File: config.mk
export PLATFORM = sky130hd
export DESIGN_NAME = io_bus_arbiter
export DESIGN_NICKNAME = d
export VERILOG_FILES = /design/src/rtl/io_arb_pkg.sv /design/src/rtl/io_arb_rr.sv /design/src/rtl/io_bus_arbiter.sv
export SDC_FILE = /design/constraint.sdc
export NUM_CORES = 1
export LEC_CHECK = 0
export BUFFER_PORTS_ARGS = -buffer_cell sky130_fd_sc_hd__buf_2
export CAP_MARGIN = 20
export CORE_MARGIN = 1
export CORE_UTILIZATION = 50
export DETAILED_ROUTE_END_ITERATION = 16
export PLACE_DENSITY = 0.92
export SLEW_MARGIN = 20
export SYNTH_ARGS = -nofsm -noshare
export SYNTH_HDL_FRONTEND = slang
export SYNTH_SLANG_ARGS = --single-unit
export TNS_END_PERCENT = 100
File: constraint.sdc
create_clock -name clk -period 4.1 [get_ports clk]
set_input_delay 0.205 -clock clk [delete_from_list [all_inputs] [get_ports clk]]
set_output_delay 0.205 -clock clk [all_outputs]
set_load 0.05 [all_outputs]
File: src/rtl/io_arb_pkg.sv
// io_arb_pkg: shared widths and FSM state encodings for io_bus_arbiter.
//   IO_ADDR_W / IO_DATA_W / IO_BE_W  - I/O bus widths (word address, data, byte enables)
//   WAIT_CNT_W                       - width of the settle-window down-counter
//   arb_state_t, St*                 - sequencer states (legacy localparam encoding)
package io_arb_pkg;

  localparam int unsigned IO_ADDR_W  = 11;
  localparam int unsigned IO_DATA_W  = 32;
  localparam int unsigned IO_BE_W    = 4;
  localparam int unsigned WAIT_CNT_W = 4;

  typedef logic [1:0] arb_state_t;

  localparam arb_state_t StIdle   = 2'd0;
  localparam arb_state_t StStrobe = 2'd1;
  localparam arb_state_t StWait   = 2'd2;
  localparam arb_state_t StDone   = 2'd3;

endpackage

File: src/rtl/io_arb_rr.sv
// io_arb_rr: purely combinational 2-way round-robin pick.
//   req_i[1:0]    - request per master
//   last_grant_i  - master granted most recently (0 or 1)
//   lock_valid_i  - a bus lock is in force; only lock_owner_i may be granted
//   lock_owner_i  - master holding the lock
//   gnt_o[1:0]    - one-hot grant (all zero when nothing is grantable)
module io_arb_rr (
  input  logic [1:0] req_i,
  input  logic       last_grant_i,
  input  logic       lock_valid_i,
  input  logic       lock_owner_i,
  output logic [1:0] gnt_o
);

  always_comb begin
    gnt_o = 2'b00;
    if (lock_valid_i) begin
      // Locked: the other master waits even if the owner is not requesting.
      gnt_o[lock_owner_i] = req_i[lock_owner_i];
    end else if (req_i == 2'b11) begin
      gnt_o = last_grant_i ? 2'b01 : 2'b10;
    end else begin
      gnt_o = req_i;
    end
  end

endmodule

File: src/rtl/io_bus_arbiter.sv
// io_bus_arbiter: two-master round-robin arbiter and access sequencer for the I/O register bus.
// Each granted access issues exactly one strobe cycle, holds address/data/be for WAIT_CYCLES
// settle cycles, then captures io_data_in into the winner's data_out and pulses its ack.
//   Parameter WAIT_CYCLES (0..15)  - settle cycles between strobe and read-data capture
//   clk, rst_n                     - clock, asynchronous active-low reset
//   m{0,1}_read/_write/_address/_data_in/_be  - master requests (held until ack)
//   m{0,1}_data_out/_ack           - read data and completion pulse
//   m{0,1}_lock                    - bus lock request (only when IOARB_LOCK_EN is defined)
//   io_read/_write/_address/_data_out/_be     - registered bus outputs to the I/O controller
//   io_data_in                     - read data from the I/O controller
// Optional feature macro: IOARB_LOCK_EN.
module io_bus_arbiter
  import io_arb_pkg::*;
#(
  parameter int unsigned WAIT_CYCLES = 2
) (
  input  logic                 clk,
  input  logic                 rst_n,

  input  logic                 m0_read,
  input  logic                 m0_write,
  input  logic [IO_ADDR_W-1:0] m0_address,
  input  logic [IO_DATA_W-1:0] m0_data_in,
  input  logic [IO_BE_W-1:0]   m0_be,
  output logic [IO_DATA_W-1:0] m0_data_out,
  output logic                 m0_ack,

  input  logic                 m1_read,
  input  logic                 m1_write,
  input  logic [IO_ADDR_W-1:0] m1_address,
  input  logic [IO_DATA_W-1:0] m1_data_in,
  input  logic [IO_BE_W-1:0]   m1_be,
  output logic [IO_DATA_W-1:0] m1_data_out,
  output logic                 m1_ack,

`ifdef IOARB_LOCK_EN
  input  logic                 m0_lock,
  input  logic                 m1_lock,
`endif

  output logic                 io_read,
  output logic                 io_write,
  output logic [IO_ADDR_W-1:0] io_address,
  output logic [IO_DATA_W-1:0] io_data_out,
  output logic [IO_BE_W-1:0]   io_be,
  input  logic [IO_DATA_W-1:0] io_data_in
);

  // Counter is loaded on WAIT entry so that WAIT lasts exactly WAIT_CYCLES cycles.
  localparam logic [WAIT_CNT_W-1:0] WaitLoad =
      (WAIT_CYCLES == 0) ? '0 : 4'(WAIT_CYCLES - 1);

  arb_state_t                  state_q, state_d;
  logic [WAIT_CNT_W-1:0]       cnt_q, cnt_d;
  logic                        last_grant_q, last_grant_d;
  logic                        owner_q, owner_d;
  logic                        io_read_q, io_read_d;
  logic                        io_write_q, io_write_d;
  logic [IO_ADDR_W-1:0]        io_addr_q, io_addr_d;
  logic [IO_DATA_W-1:0]        io_wdata_q, io_wdata_d;
  logic [IO_BE_W-1:0]          io_be_q, io_be_d;
  logic [1:0]                  ack_q, ack_d;
  logic [IO_DATA_W-1:0]        rdata0_q, rdata0_d;
  logic [IO_DATA_W-1:0]        rdata1_q, rdata1_d;

  logic [1:0]                  req;
  logic [1:0]                  gnt;
  logic                        enter_done;
  logic                        rr_lock_valid;
  logic                        rr_lock_owner;

  assign req = {m1_read | m1_write, m0_read | m0_write};

  io_arb_rr u_rr (
    .req_i        (req),
    .last_grant_i (last_grant_q),
    .lock_valid_i (rr_lock_valid),
    .lock_owner_i (rr_lock_owner),
    .gnt_o        (gnt)
  );

`ifdef IOARB_LOCK_EN
  logic lock_valid_q, lock_valid_d;
  logic lock_owner_q, lock_owner_d;
  logic owner_lock;

  // Lock input of whichever master currently holds the lock.
  assign owner_lock    = lock_owner_q ? m1_lock : m0_lock;
  // A lock only constrains arbitration while its owner keeps it high in IDLE.
  assign rr_lock_valid = lock_valid_q & owner_lock;
  assign rr_lock_owner = lock_owner_q;

  always_comb begin
    lock_valid_d = lock_valid_q;
    lock_owner_d = lock_owner_q;
    if (state_q == StIdle && lock_valid_q && !owner_lock) begin
      lock_valid_d = 1'b0;
    end
    if (state_q == StDone) begin
      lock_valid_d = owner_q ? m1_lock : m0_lock;
      lock_owner_d = owner_q;
    end
  end

  always_ff @(posedge clk or negedge rst_n) begin
    if (!rst_n) begin
      lock_valid_q <= 1'b0;
      lock_owner_q <= 1'b0;
    end else begin
      lock_valid_q <= lock_valid_d;
      lock_owner_q <= lock_owner_d;
    end
  end
`else
  assign rr_lock_valid = 1'b0;
  assign rr_lock_owner = 1'b0;
`endif

  always_comb begin
    state_d      = state_q;
    cnt_d        = cnt_q;
    last_grant_d = last_grant_q;
    owner_d      = owner_q;
    io_read_d    = 1'b0;
    io_write_d   = 1'b0;
    io_addr_d    = io_addr_q;
    io_wdata_d   = io_wdata_q;
    io_be_d      = io_be_q;
    ack_d        = 2'b00;
    rdata0_d     = rdata0_q;
    rdata1_d     = rdata1_q;
    enter_done   = 1'b0;

    unique case (state_q)
      StIdle: begin
        if (gnt != 2'b00) begin
          state_d      = StStrobe;
          owner_d      = gnt[1];
          last_grant_d = gnt[1];
          // Write takes precedence when both read and write are high.
          if (gnt[1]) begin
            io_addr_d  = m1_address;
            io_wdata_d = m1_data_in;
            io_be_d    = m1_be;
            io_write_d = m1_write;
            io_read_d  = ~m1_write;
          end else begin
            io_addr_d  = m0_address;
            io_wdata_d = m0_data_in;
            io_be_d    = m0_be;
            io_write_d = m0_write;
            io_read_d  = ~m0_write;
          end
        end
      end
      StStrobe: begin
        if (WAIT_CYCLES > 0) begin
          state_d = StWait;
          cnt_d   = WaitLoad;
        end else begin
          enter_done = 1'b1;
        end
      end
      StWait: begin
        if (cnt_q == '0) begin
          enter_done = 1'b1;
        end else begin
          cnt_d = cnt_q - 4'd1;
        end
      end
      StDone: begin
        state_d = StIdle;
      end
      default: begin
        state_d = StIdle;
      end
    endcase

    // Ack and read data are registered on DONE entry so both are valid during DONE.
    if (enter_done) begin
      state_d        = StDone;
      ack_d[owner_q] = 1'b1;
      if (owner_q) begin
        rdata1_d = io_data_in;
      end else begin
        rdata0_d = io_data_in;
      end
    end
  end

  always_ff @(posedge clk or negedge rst_n) begin
    if (!rst_n) begin
      state_q      <= StIdle;
      cnt_q        <= '0;
      last_grant_q <= 1'b1;
      owner_q      <= 1'b0;
      io_read_q    <= 1'b0;
      io_write_q   <= 1'b0;
      io_addr_q    <= '0;
      io_wdata_q   <= '0;
      io_be_q      <= '0;
      ack_q        <= 2'b00;
      rdata0_q     <= '0;
      rdata1_q     <= '0;
    end else begin
      state_q      <= state_d;
      cnt_q        <= cnt_d;
      last_grant_q <= last_grant_d;
      owner_q      <= owner_d;
      io_read_q    <= io_read_d;
      io_write_q   <= io_write_d;
      io_addr_q    <= io_addr_d;
      io_wdata_q   <= io_wdata_d;
      io_be_q      <= io_be_d;
      ack_q        <= ack_d;
      rdata0_q     <= rdata0_d;
      rdata1_q     <= rdata1_d;
    end
  end

  assign io_read     = io_read_q;
  assign io_write    = io_write_q;
  assign io_address  = io_addr_q;
  assign io_data_out = io_wdata_q;
  assign io_be       = io_be_q;
  assign m0_ack      = ack_q[0];
  assign m1_ack      = ack_q[1];
  assign m0_data_out = rdata0_q;
  assign m1_data_out = rdata1_q;

endmodule

# After elaboration in Yosys (flattened, before gate mapping)
# Index checks and enable logic that the tools add are counted.
[classes]
shift = 0
eq_ne = 6
muxes = 21
n_addsub = 1
n_mul = 0
n_reduce_logical = 11
div_mod_pow = 0
n_bitwise = 5
n_lt_le_gt_ge = 2
[op_table]
columns = ["op", "count"]
rows = [
  ["$mux 32", 1],
  ["$mux 11", 1],
  ["$mux 2", 5],
  ["$reduce_and 2->1", 5],
  ["$mux 1", 9],
  ["$mux 4", 2],
  ["$pmux 4 s2", 1],
  ["$eq 2x2->1 const B", 3],
  ["$pmux 2 s3", 1],
  ["$logic_not 4->1", 1],
  ["$reduce_bool 2->1", 2],
  ["$reduce_bool 4->1", 1],
  ["$sub 4x1->4 const B", 1],
  ["$ne 3x3->1 const B", 1],
  ["$not 1->1", 3],
  ["$eq 2x1->1 const B", 1],
  ["$logic_not 2->1", 1],
  ["$lt 1x2->1 const B", 1],
  ["$ne 2x2->1 const B", 1],
  ["$or 1x1->1", 2],
  ["$demux 1 s1", 1],
  ["$ge 1x1->1 const B", 1],
  ["$logic_and 1x1->1", 1],
]
[totals]
latch_bits = 0
ram_bits = 0
rom_bits = 0
out_inout_bits = 115
reg_bits = 123
mem_count = 0
inputBits = 132

# Longest topological paths before layout
[depth]
depth_word = 7
depth_mapped = 7

# Hierarchy
# From an unflattened synthesis, not the netlist that was laid out.
[hier_totals]
hier_cells = 350
area_unflattened_um2 = 5454.0
[by_module_without_submodules]
columns = ["mod", "seq_area_each_um2", "cells_per_inst", "n_inst", "area_each_um2"]
rows = [
  ["io_bus_arbiter", 3079.2, 344, 1, 5417.7],
  ["io_arb_rr", 0.0, 6, 1, 36.3],
]

# Least setup slack after synthesis
# No wires, ideal clock.
[synth_path]
path_type = "reg2reg"
from = "register cnt_q[0]"
to = "register rdata0_q[2] (netlist: m0_data_out[2])"
t_required_ns = 3.975
t_arrival_ns = 1.870
path_buffers = 1
slack_ns = 2.105
stages_incl_launch_ff = 7
setup_time_ns = 0.125
period_less_slack_ns = 1.995
cell_sequence = "dfrtp_1 inv_1 ha_1 or3b_1 nor3_4 buf_4 mux2_2"
[synth_between]
elab_chain_cells = 4
[synth_rtl]
columns = ["item", "line_no", "rtl"]
rows = [
  ["from (decl)", "io_bus_arbiter.sv:54", "logic [WAIT_CNT_W-1:0] cnt_q, cnt_d;"],
  ["from (signal assigned)", "io_bus_arbiter.sv:207", "cnt_q <= cnt_d;"],
  ["$logic_not 4->1", "io_bus_arbiter.sv:165", "if (cnt_q == '0) begin"],
  ["$mux 1", "io_bus_arbiter.sv:165", ""],
  ["$mux 1", "-", ""],
  ["$reduce_and 2->1 (no line)", "-", ""],
  ["to (signal assigned)", "io_bus_arbiter.sv:216", "rdata0_q <= rdata0_d;"],
  ["to (decl)", "io_bus_arbiter.sv:63", "logic [IO_DATA_W-1:0] rdata0_q, rdata0_d;"],
]
# Every way passes these cells.
# A chain may end at the register's enable or synchronous reset.

# Final worst setup path
[layout_path]
from = "register state_q[1]"
to = "register io_be_q[1] (netlist: io_be[1])"
[layout_between]
elab_chain_cells = 2
[layout_rtl]
columns = ["item", "line_no", "rtl"]
rows = [
  ["from (decl)", "io_bus_arbiter.sv:53", "arb_state_t state_q, state_d;"],
  ["from (signal assigned)", "io_bus_arbiter.sv:193", "state_q <= StIdle;"],
  ["from (signal assigned)", "io_bus_arbiter.sv:206", "state_q <= state_d;"],
  ["$logic_not 2->1", "io_bus_arbiter.sv:134", "unique case (state_q)"],
  ["$reduce_and 2->1 (no line)", "-", ""],
  ["to (signal assigned)", "io_bus_arbiter.sv:214", "io_be_q <= io_be_d;"],
  ["to (decl)", "io_bus_arbiter.sv:61", "logic [IO_BE_W-1:0] io_be_q, io_be_d;"],
]
# Every way passes these cells.

==> impl_summary.txt <==
----------------------------------------------------
[Floorplanning]
  I/O pins ... around 250
  Chip Height ... 106 um
  Chip Width ... around 110 um
  Initial standard-cell utilization of the core ... around 52%
  Area of the die ... 0.0113 mm2
  Placement Rows ... 37
  CORE AREA ... between 0.01 and 0.015 mm2

[GRT]
  Number of antenna violations at the first check in global routing ... 1
  First-pass GRT wire length ... 29.5 mm
  Number of global-route vias before repair ... 5,831
  Aggregate global routing overflow ... 0
  Largest net degree at the start of global routing ... 91
  Combined global-route utilization of all metal layers ... between 30% and 40%

[Layout]
  Area of the multi-input gates ... around 0.0021 mm2
  Most common cell after layout, fill and taps aside ... sky130_fd_sc_hd__buf_2
  Final-layout fill cell count ... slightly below 500
  Share of cells above drive strength 1 ... ~43%
  Layout net count ... about 950
  Area taken by flip-flops and latches ... 0.00308 mm2
  Top library cells by usage in the layout, fill and taps aside ... 245 x sky130_fd_sc_hd__buf_2, 126 x sky130_fd_sc_hd__dlygate4sd3_1, 122 x sky130_fd_sc_hd__dfrtp_1
  Signed area change from the synthesized netlist to the final layout ... 58.4%
  Share of the core filled with cells in the final layout ... 82.6%
  Area of all placed cells without fillers ... 0.00860 mm2

[CTS]
  Clk Tree Root Cell ... sky130_fd_sc_hd__clkbuf_8
  Clock tree from TritonCTS ... built
  Largest buffer count on any clock path ... 2
  TritonCTS Buffers ... 17
  Insertion delay to the later sink of the worst-skew pair ... between 500 and 600 ps
  CTS H-Tree Depth ... 4
  PostCTS Resize Cnt ... 0
  Total number of clock tree sinks ... between 100 and 150
  Post-CTS repair timing setup buffer count ... 0
  Clock Pin Slew Worst Setup and Hold Paths ... roughly 60 ps
  Hold Buf Count CTS ... ~130

[Worst setup path]
  Critical-path maximum fanout ... approximately 50
  Cells along the critical path ... nor2_4 -> buf_4 -> and2_1 -> buf_4 -> a31oi_1 -> dlygate4sd3_1
  Critical path required time ... ~4500 ps
  Crit path arrival time ... roughly 3500 ps
  Most frequent cell on the critical path ... sky130_fd_sc_hd__buf_4
  Count of buffer and inverter cells on the critical path ... 3
  Worst flop-to-flop path startpoint ... state_q[1]
  Crit path from ... state_q[1]
  Crit-path slowest cell ... sky130_fd_sc_hd__dlygate4sd3_1
  Maximum cell stage delay along the critical path ... between 600 and 700 ps
  Crit end category ... register
  Worst Path Class, Setup ... register to register
  Cell family with most CP delay ... buffers and inverters
  Kind of start point of the critical path ... register

[Placement]
  Half-perimeter wire length of the detailed placement result ... about 9.5 mm
  Placer congestion estimate ... 0.839
  Post-Place Worst Slack ... roughly 1600 ps
  Post-place instance area ... roughly 0.0067 mm2
  Number of I/O port buffers ... around 250

[Drt]
  DRT antenna net count ... 0
  Detailed-route wire length ... just under 20 mm
  Drt via density ... 5.86
  Detailed-route via count ... 5,686
  DR pass1 iterations ... 5
  Residual DRC count ... 0
  Initial detailed-routing violation count ... ~570
  WL/cell ... 20.2 um

[Timing]
  Setup slack after layout ... ~1000 ps
  Period minus WS final ... ~3100 ps
  Achievable clock frequency ... about 320 MHz
  Final count of hold timing violations ... 0
  Worst Max-Slew Pin Slew ... 810 ps
  RSZ-0062 raised after global routing ... no
  Clock skew after layout ... roughly 7.3 ps
  Number of slew-limit violations in the final report ... 0
  Final worst path period share ... around three quarters
  Setup-violating endpoint count in the final report ... 0
  Max-slew headroom ... between 40% and 50%
  Post-Route Setup TNS ... 0 ps

[Synth]
  Register bit total from synthesis ... between 100 and 150
  Part of the Yosys area used for sequential elements ... 56.7%
  Distinct cell type count after synthesis ... 34
  Mean cell area of the mapped netlist ... between 10 and 15 um2
  Number of flops mapped to enable cells by yosys ... 0
  Post-Syn Area ... 0.00543 mm2
  Post-synth ARST share ... 100%
  Number of standard cells after synthesis ... ~470
  Yosys warning total ... 0
  Most common flop cell mapped by yosys ... sky130_fd_sc_hd__dfrtp_1
  Synth Net Count ... approximately 600

[Pwr]
  Worst IR Drop VDD ... roughly 0.00075 V
  Power after layout ... between 8 and 9 mW
  Static power due to leakage ... between 3 and 4 nW
  Power density normalized to cell area ... 1000 mW/mm2

[Hold path]
  Worst min-delay path startpoint ... m0_data_in[5]
  Worst hold-check path type ... primary input to register

[Run]
  Max-cap violation count ... 0

[Status]
  Outcome ... finished, final reports clean

----------------------------------------------------
synth_stat cells (all sizes together), types with 2 or more instances:
cell / instances / area [um2]
a21oi: 49 / 245
a31oi: 48 / 300
and2: 2 / 12.5
buf: 10 / 82.6
clkbuf: 35 / 131
dfrtp: 122 / 3050
inv: 4 / 15.0
mux2: 66 / 743
nand2: 2 / 7.51
nand2b: 3 / 18.8
nand3b: 47 / 353
nor2: 5 / 18.8
nor2b: 2 / 12.5
nor3: 3 / 26.3
o21a: 2 / 15.0
o21ai: 51 / 255
o22ai: 2 / 12.5
worst register-to-register path: stages, from the launching register on:
cell                            delay (ps)
sky130_fd_sc_hd__dfrtp_1               540
sky130_fd_sc_hd__nor2_4                160
sky130_fd_sc_hd__buf_4                 440
sky130_fd_sc_hd__and2_1                560
sky130_fd_sc_hd__buf_4                 460
sky130_fd_sc_hd__a31oi_1               190
sky130_fd_sc_hd__dlygate4sd3_1         620
layout make-up:
cell class                 instances  area share [%]
antenna                            1          0.0291
clock buffer                      18            4.97
clock inverter                    14            1.99
inverter                           4           0.175
multi-input combinational        294            25.0
sequential                       123            35.8
tap                              136            1.98
timing repair buffer             381            30.1
through the flow:
stage	instances	hold slack, ps
finish	971	74.7
global route	971	71.8
CTS	969	27.1
detailed placement	811	451
global placement	811	443
floorplan	466	-90.6
routing by layer:
| metal | GRT usage (%) | share of wire [%] |
|---|---|---|
| met3 | 9.01 | 9.1 |
| met1 | 38.7 | 35 |
| met2 | 59.7 | 50 |
| met4 | 20.2 | 5.7 |
| met5 | 0 | 0 |
state kept, by name, indices dropped and copies added, names as in the netlist, 2 cells and up:
register and count:
io_be 4, state_q 2, m0_data_out 32, ack_q 2, m1_data_out 32, cnt_q 4
io_data_out 32, io_address 11
logic make-up after synthesis:
logic type,share of synthesized area (%)
multiplexers,13.7
XOR/XNOR,0.161
flip-flops,56.7
adder cells (fa/ha/maj),0.230
buffers and inverters,4.22
AO/OA/AOI/OAI,15.9
AND/OR/NAND/NOR,9.15
path summary, 6_finish.rpt:
| path | to | slack [ps] | cells past startpoint |
|---|---|---|---|
| max reg2reg | io_be[1] | 1010 | 6 |
| min reg2reg | m0_data_out[31] | 480 | 1 |
| min in group asynchronous | m0_data_out[22] | 330 | 2 |
| max | io_be[1] | 1010 | 6 |
| max in group asynchronous | last_grant_q | 2760 | 3 |
| min | io_data_out[5] | 70 | 3 |
power by group:
group | internal (mW) | switching (mW)
logic | 1.56 | 3.28
registers | 1.84 | 0.440
clock network | 0.943 | 0.563
Note: power is estimated with default switching activity, not from simulation.
